`src/rtl/dma_fifo_pkg.sv`:
```
// Shared DMA constants: default word width, default FIFO depth and the pointer-width helper.
package dma_pkg;

    typedef enum logic {
        OP_RD = 1'b0,
        OP_WR = 1'b1
    } dma_op_e;

    function automatic int unsigned dma_ptr_w(input int unsigned depth);
        return $clog2(depth);
    endfunction

    localparam int unsigned DMA_DATA_W = 16;
    localparam int unsigned DMA_DEPTH  = 8;
    localparam int unsigned DMA_PTR_W  = dma_ptr_w(DMA_DEPTH);

endpackage

```
`src/rtl/dma_fifo_mem.sv`:
```
// DEPTH x DATA_W storage: one synchronous write port, one asynchronous read port, no reset.
module dma_fifo_mem #(
    parameter int unsigned DATA_W = 16,
    parameter int unsigned DEPTH  = 8,
    parameter int unsigned ADDR_W = $clog2(DEPTH)
) (
    input  logic              clk,
    input  logic              i_we,
    input  logic [ADDR_W-1:0] i_waddr,
    input  logic [DATA_W-1:0] i_wdata,
    input  logic [ADDR_W-1:0] i_raddr,
    output logic [DATA_W-1:0] o_rdata
);

    logic [DATA_W-1:0] r_mem [DEPTH];

    always_ff @(posedge clk) begin
        if (i_we) begin
            r_mem[i_waddr] <= i_wdata;
        end
    end

    assign o_rdata = r_mem[i_raddr];

endmodule

```
`src/rtl/dma_fifo.sv`:
```
// DEPTH-entry word FIFO between the DMA transfer engine and the openMSP430 DMA interface.
// Define DMA_FIFO_FWFT_EN for first-word fall-through; otherwise data_out is registered on pop.
module dma_fifo
    import dma_pkg::*;
#(
    parameter int unsigned DATA_W    = DMA_DATA_W,
    parameter int unsigned DEPTH     = DMA_DEPTH,
    parameter int unsigned AFULL_LVL = DEPTH - 2
) (
    input  logic                     clk,
    input  logic                     rst,
    input  logic                     flush,
    input  logic                     wr_en,
    input  logic [DATA_W-1:0]        data_in,
    input  logic                     rd_en,
    output logic [DATA_W-1:0]        data_out,
    output logic                     full,
    output logic                     empty,
    output logic                     afull,
    output logic [$clog2(DEPTH):0]   count,
    output logic                     last_wr,
    output logic                     ovf,
    output logic                     udf
);

    localparam int unsigned     PTR_W   = dma_ptr_w(DEPTH);
    localparam logic [PTR_W:0]  AFULL_C = (PTR_W + 1)'(AFULL_LVL);

    logic [PTR_W:0]    r_wptr;
    logic [PTR_W:0]    r_rptr;
    logic [DATA_W-1:0] r_dout;
    logic              r_ovf;
    logic              r_udf;
    dma_op_e           r_last_op;

    logic [PTR_W:0]    w_count;
    logic              w_full;
    logic              w_empty;
    logic              w_push;
    logic              w_pop;
    logic [DATA_W-1:0] w_rd_data;

    // Extra wrap bit distinguishes full from empty when the index bits match.
    assign w_empty = (r_wptr == r_rptr);
    assign w_full  = (r_wptr[PTR_W] != r_rptr[PTR_W]) &&
                     (r_wptr[PTR_W-1:0] == r_rptr[PTR_W-1:0]);
    assign w_count = r_wptr - r_rptr;

    assign w_push = rst && !flush && wr_en && !w_full;
    assign w_pop  = rst && !flush && rd_en && !w_empty;

    dma_fifo_mem #(
        .DATA_W (DATA_W),
        .DEPTH  (DEPTH),
        .ADDR_W (PTR_W)
    ) u_mem (
        .clk     (clk),
        .i_we    (w_push),
        .i_waddr (r_wptr[PTR_W-1:0]),
        .i_wdata (data_in),
        .i_raddr (r_rptr[PTR_W-1:0]),
        .o_rdata (w_rd_data)
    );

    always_ff @(posedge clk) begin
        if (!rst) begin
            r_wptr    <= '0;
            r_rptr    <= '0;
            r_dout    <= '0;
            r_ovf     <= 1'b0;
            r_udf     <= 1'b0;
            r_last_op <= OP_RD;
        end else if (flush) begin
            r_wptr <= '0;
            r_rptr <= '0;
            r_ovf  <= 1'b0;
            r_udf  <= 1'b0;
        end else begin
            if (w_push) begin
                r_wptr <= r_wptr + 1'b1;
            end
            if (w_pop) begin
                r_rptr <= r_rptr + 1'b1;
            end
            if (wr_en && w_full) begin
                r_ovf <= 1'b1;
            end
            if (rd_en && w_empty) begin
                r_udf <= 1'b1;
            end
            if (w_push) begin
                r_last_op <= OP_WR;
            end else if (w_pop) begin
                r_last_op <= OP_RD;
            end
`ifdef DMA_FIFO_FWFT_EN
            // Track the head so the last shown word survives the FIFO going empty.
            if (!w_empty) begin
                r_dout <= w_rd_data;
            end
`else
            if (w_pop) begin
                r_dout <= w_rd_data;
            end
`endif
        end
    end

`ifdef DMA_FIFO_FWFT_EN
    assign data_out = w_empty ? r_dout : w_rd_data;
`else
    assign data_out = r_dout;
`endif

    assign full    = w_full;
    assign empty   = w_empty;
    assign afull   = (w_count >= AFULL_C);
    assign count   = w_count;
    assign last_wr = r_last_op;
    assign ovf     = r_ovf;
    assign udf     = r_udf;

endmodule

```
`config.mk`:
```
export PLATFORM = sky130hd
export DESIGN_NAME = dma_fifo
export DESIGN_NICKNAME = d
export VERILOG_FILES = /design/src/rtl/dma_fifo_pkg.sv /design/src/rtl/dma_fifo_mem.sv /design/src/rtl/dma_fifo.sv
export SDC_FILE = /design/constraint.sdc
export NUM_CORES = 1
export LEC_CHECK = 0
export ABC_AREA = 1
export BUFFER_PORTS_ARGS = -buffer_cell sky130_fd_sc_hd__buf_2
export CORE_AREA = 2 2 152 154
export CTS_CLUSTER_SIZE = 12
export DETAILED_ROUTE_END_ITERATION = 16
export DIE_AREA = 0 0 154 156
export GPL_TIMING_DRIVEN = 1
export HOLD_SLACK_MARGIN = 0.05
export PLACE_DENSITY = 0.51
export SLEW_MARGIN = 5
export SYNTH_ARGS = -nofsm -noshare
export SYNTH_HDL_FRONTEND = slang
export SYNTH_SLANG_ARGS = --single-unit
```
`constraint.sdc`:
```
create_clock -name clk -period 3.08 [get_ports clk]
set_clock_uncertainty 0.1 [all_clocks]
set_input_delay 0.154 -clock clk [delete_from_list [all_inputs] [get_ports clk]]
set_output_delay 0.154 -clock clk [all_outputs]
set_load 0.1 [all_outputs]
```
==> reports/metrics.yaml, run 1 <==
period_share_pct: 88.1
setup_viol: 0
place_congestion: 0.770
antennaDiodeCount: 0
internal_power_mw: 3.53
areaGrowthSynthToFinish_pct: 22.2
die_w_um: 154
wl_per_cell_um: 15.4
hold_class: "flop to flop"
cp.required_ns: 3.09
clock_latency_ns: 0.43
die_area_sq_mm: 0.0240
via_per_inst: 4.43
cp.arrival_ns: 2.73
fin_util_pct: 36.2
rsz0062_at_grt: "false"
cp-endpoint: "u_mem.r_mem[6][14]"
async_flop_share_pct: 0
critPathKind: "flop to flop"
seqPwrFrac_pct: 49.8
vdd_drop_max_v: 0.000271
yosysMostFrequentCell: "nand2_1"
synth_top_cell_area_share_pct: 58.1
htreeDepth: 4
yosysWarnings: 0
finalHoldViolations: 0
drc: 0
ioPinCount: 47
syn_inst: 660
synth_commonest_cells: "nand2_1, edfxtp_1, inv_1"
port_buffers: 46
clkTransAtPathRegs_ns: 0.06
ys_types: 26
worstPathMaxFanout: 11
ys_seq_elements: 155
period_needed_ns: 2.71
grt_usage_pct: 13.8
drtAntennaViolNets: 0
place_ws_ns: 0.366
synth_nets: 687
grt_pass1_wl_mm: 24.8
power.density_mw_per_mm2: 568
critPathLaunchType: "flop"
grt_pass1_vias: 4305
ys.flop_type: "edfxtp_1"
final_max_slew_viol_count: 0
dr.pass1.iters: 5
fillers: 2224
post_cts_resized: 0
syn-cell-area_sq_mm: 0.00662
root_buffer: "clkbuf_16"
maxCapViolCount: 0
routed_wl_mm: 15.9
initial_utilization_pct: 29.6
status: "complete, no violations"
clk_path_buf_depth: 2
detailed_place_hpwl_mm: 9.55
power_switching_mw: 1.06
drtIter0Drc: 267
r2r_slack_ns: 0.37
multi_input_comb_area_sq_mm: 0.00170
pwr-share-comb_pct: 7.0
rows: 55
gr-total-overflow: 0
yosysSeqAreaShare_pct: 66.3
coreArea_sq_mm: 0.0224
cts_buffers: 17
drive_above_1_share_pct: 15.0
ff2ff_path_depth: 10
synthTopCellsByArea: "edfxtp_1, nand2_1, dfxtp_1"
power_frac_clock_pct: 43.1
worstReg2RegStart: "r_wptr[0]"
vias: 4572
total_power_mw: 4.59
seqCellArea_sq_mm: 0.00439
synth_area_leader_cell: "edfxtp_1"
fp.dieH_um: 156
worstSetupStartpoint: "r_wptr[0]"
fin_nets: 761
grt_max_degree: 68
cp-end-kind: "flop"
leakage_nw: 3.42
stdcell_count: 1032
cts_tree: "done"
max_freq_ghz: 0.368
antenna_found_initial: 0
slew_headroom_pct: 50.8
worst_pin_slew_ns: 0.738
r2r_end: "u_mem.r_mem[6][14]"
synth-edff-count: 128
fin_ws_ns: 0.366
dpl.cell_count: 980
clock-sinks: 155
switching_share_pct: 23.1
avgSynthCellArea_sq_um: 10.0
[kinds of logic after synthesis]
logic type / count (synthesis) / share of synthesized area (%)
xor gates and xnor gates: 4 / 0.530
DFF: 155 / 66.3
adders and majority gates: 6 / 1.25
AOI/OAI and AO/OA: 30 / 2.52
buffers and inverters: 142 / 8.61
and+or+nand+nor: 323 / 20.8
[worst min path at each step]
| stage | startpoint | endpoint | slack [ns] | cells after the start |
|---|---|---|---|---|
| after detailed placement | data_out[12] | data_out[12] | 0.36 | 2 |
| after CTS | data_out[3] | data_out[3] | 0.36 | 2 |
| after global routing | data_out[7] | data_out[7] | 0.39 | 2 |
| after floorplan | data_in[0] | u_mem.r_mem[0][0] | 0.15 | 0 |
| after global placement | udf | udf | 0.34 | 2 |
| final | data_out[3] | data_out[3] | 0.36 | 2 |
[power by group through the flow]
stage	clock (mW)	combinational (mW)	sequential, mW
floorplan	0	0.156	2.37
global placement	0	0.308	2.33
detailed placement	0	0.308	2.33
CTS	2.03	0.328	2.29
global route	2.12	0.350	2.29
finish	1.98	0.323	2.29
[routing by layer]
layer / track usage (%) / vias to the layer above / wire length, um
met2: 22.6 / 106 / 7550
li1: - / 2279 / -
met1: 18.1 / 2180 / 7560
met4: 4.27 / 0 / 124
met5: 0 / - / 0
met3: 3.36 / 7 / 653
[worst max-delay path: stages (launching register included)]
cell     delay [ns]
dfxtp_1        0.38
inv_1          0.14
ha_1           0.35
nand3_1        0.12
inv_1          0.10
nand2_1        0.11
nand3_2        0.21
inv_1          0.14
nand2_1        0.15
nor2_2         0.34
buf_4          0.28
[area by class of cell]
cell class / count / share of cell area [%]
sequential: 155 / 54.2
multi-input combinational: 363 / 21.0
timing repair buffer: 82 / 8.05
clock buffer: 22 / 6.25
inverter: 115 / 5.34
tap: 285 / 4.41
clock inverter: 10 / 0.727
[registers in the layout (all words and copies together), names as in the netlist]
| name | cells |
|---|---|
| u_mem.r_mem | 128 |
| data_out | 16 |
| r_rptr | 4 |
| r_wptr | 4 |
| last_wr | 1 |
| ovf | 1 |
| udf | 1 |
[layout by cell type, fill, tap and decap left out, types with 2 or more instances in the layout]
master         netlist  layout
nand2_1            197     197
edfxtp_1           128     128
inv_1              111     110
nand3_1            103     103
buf_2               17      41
dfxtp_1             27      26
a21oi_1             21      21
dlygate4sd3_1        0      20
clkbuf_16            0      18
buf_4                0      14
nor2_1              16      11
buf_12               0       7
o21ai_0              6       6
nor2_2               0       5
ha_1                 5       5
clkinv_2             0       5
inv_4                0       4
clkbuf_8             0       4
inv_2                2       3
nor3_2               0       3
xor2_1               3       3
clkinv_1             2       2
[per-stage QoR]
step	hold WS, ns	area (sq um)	TNS (ns)
6_report	0.362	8090	0
5_1_grt	0.388	8090	0
4_1_cts	0.365	8090	0
3_5_place_dp	0.355	7320	0
3_3_place_gp	0.342	7320	0
2_1_floorplan	0.153	6620	-8.98
[timing repair]
item / in CTS / in global routing
buffers inserted: 0 / 0
hold buffers: 20 / 0
hold endpoints to repair: 137 / 0
(Power assumes the default switching activity.)
==> run 2: changes to the inputs <==
--- a/config.mk
+++ b/config.mk
@@ -7,13 +7,15 @@
 export LEC_CHECK = 0
 export ABC_AREA = 1
 export BUFFER_PORTS_ARGS = -buffer_cell sky130_fd_sc_hd__buf_2
+export CELL_PAD_IN_SITES_DETAIL_PLACEMENT = 0
+export CELL_PAD_IN_SITES_GLOBAL_PLACEMENT = 1
 export CORE_AREA = 2 2 152 154
 export CTS_CLUSTER_SIZE = 12
 export DETAILED_ROUTE_END_ITERATION = 16
 export DIE_AREA = 0 0 154 156
 export GPL_TIMING_DRIVEN = 1
 export HOLD_SLACK_MARGIN = 0.05
-export PLACE_DENSITY = 0.51
+export PLACE_DENSITY = 0.6
 export SLEW_MARGIN = 5
 export SYNTH_ARGS = -nofsm -noshare
 export SYNTH_HDL_FRONTEND = slang
==> reports/metrics.yaml, run 2 (synthesis gave the netlist of run 1 again) <==
status: "complete, no violations"
critPathKind: "flop to flop"
fin_area_sq_mm: 0.00810
hold_slack_ns: 0.345
antenna_found_initial: 0
final_max_slew_viol_count: 0
areaGrowthSynthToFinish_pct: 22.4
pwr-share-comb_pct: 6.9
ioPinCount: 47
stdcell_count: 1035
wl_per_cell_um: 15.2
largest_reg_flops: 128
antennaDiodeCount: 0
period_share_pct: 89.5
port_buffers: 46
regMostFlops: "u_mem.r_mem"
cp.required_ns: 3.09
fin_nets: 764
critPathMaxStageDelay_ns: 0.38
dr.pass1.iters: 4
cp-end-kind: "flop"
clock_latency_ns: 0.42
clock-sinks: 155
detailed_place_hpwl_mm: 9.60
drive_above_1_share_pct: 14.8
gr-total-overflow: 0
cts_tree: "done"
grt_pass1_wl_mm: 25.4
leakage_nw: 3.42
power.density_mw_per_mm2: 563
drtIter0Drc: 284
drc: 0
cpMostUsedCell: "inv_1"
worstPathMaxFanout: 10
layout_commonest_cell: "nand2_1"
grt_usage_pct: 14.0
grt_pass1_vias: 4592
cp_num_buf_inv: 4
worst_pin_slew_ns: 0.774
seqPwrFrac_pct: 50.2
period_needed_ns: 2.76
fp.dieH_um: 156
place_area_sq_mm: 0.00732
maxCapViolCount: 0
initial_utilization_pct: 29.6
power_frac_clock_pct: 42.8
worstPathCellList: "inv_1 > ha_1 > nand3_1 > inv_1 > nand2_1 > nand3_2 > inv_1 > nand2_1 > nor2_2 > buf_4"
max_freq_ghz: 0.363
grt_max_degree: 68
routed_wl_mm: 15.8
switching_share_pct: 22.1
power_switching_mw: 1.01
cp.arrival_ns: 2.76
rsz0062_at_grt: "false"
coreArea_sq_mm: 0.0224
critPathLaunchType: "flop"
vdd_drop_max_v: 0.000275
clkTransAtPathRegs_ns: 0.06
place_congestion: 0.739
setup_viol: 0
post_cts_resized: 0
root_buffer: "clkbuf_16"
dpl.cell_count: 982
crit_family: "simple AND/OR/NAND/NOR gates"
fin_util_pct: 36.2
internal_power_mw: 3.55
clk_path_buf_depth: 2
hold_class: "flop to flop"
via_per_inst: 4.43
total_power_mw: 4.56
drtAntennaViolNets: 0
r2r_slack_ns: 0.32
die_area_sq_mm: 0.0240
die_w_um: 154
rows: 55
finalHoldViolations: 0
slew_headroom_pct: 48.4
htreeDepth: 4
crit_slowest_cell: "dfxtp_1"
vias: 4584
layout_common_cells: "nand2_1, edfxtp_1, inv_1, nand3_1, buf_2"
cts_buffers: 17
-- run 2: path summary, 6_finish.rpt --
kind             start                end  cells past startpoint
min                udf                udf                      2
min reg2reg        udf                udf                      2
max          r_wptr[0]  u_mem.r_mem[0][1]                     10
max reg2reg  r_wptr[0]  u_mem.r_mem[0][1]                     10
-- run 2: per-layer routing --
| metal | vias up | GRT usage, % | part of all wire, % |
|---|---|---|---|
| met1 | 2214 | 18.1 | 47 |
| met3 | 15 | 2.44 | 2.9 |
| li1 | 2290 | - | - |
| met5 | - | 0 | 0 |
| met2 | 65 | 23.4 | 49 |
| met4 | 0 | 5.47 | 1.5 |
-- run 2: area by class of cell --
type,count,area (sq um)
fillers,2190,14300
flip-flops and latches,155,4390
multi-input cells,363,1700
repair buffers,85,663
clock buffers,27,533
inverters,115,432
well taps,285,357
clock inverters,5,31.3
-- run 2: metrics by stage --
stage / setup TNS [ns] / setup WS [ns]
2_1_floorplan: -8.98 / -0.178
3_3_place_gp: 0 / 0.453
3_5_place_dp: 0 / 0.335
4_1_cts: 0 / 0.312
5_1_grt: 0 / 0.110
6_report: 0 / 0.325
-- run 2: power by group through the flow --
stage / Clock (mW) / Combinational, mW / Sequential, mW
finish: 1.95 / 0.317 / 2.29
global route: 2.10 / 0.346 / 2.29
detailed placement: 0 / 0.302 / 2.33
global placement: 0 / 0.299 / 2.33
floorplan: 0 / 0.156 / 2.37
CTS: 2.01 / 0.322 / 2.29
-- run 2: worst register-to-register path: stages (launching register included) --
cell	delay (ns)
dfxtp_1	0.38
inv_1	0.15
ha_1	0.35
nand3_1	0.13
inv_1	0.10
nand2_1	0.11
nand3_2	0.21
inv_1	0.14
nand2_1	0.14
nor2_2	0.33
buf_4	0.29
-- run 2: timing repair --
action,4_1_cts,5_1_grt
endpoints found under the hold margin,136,0
buffers inserted,0,0
hold buffers,21,0
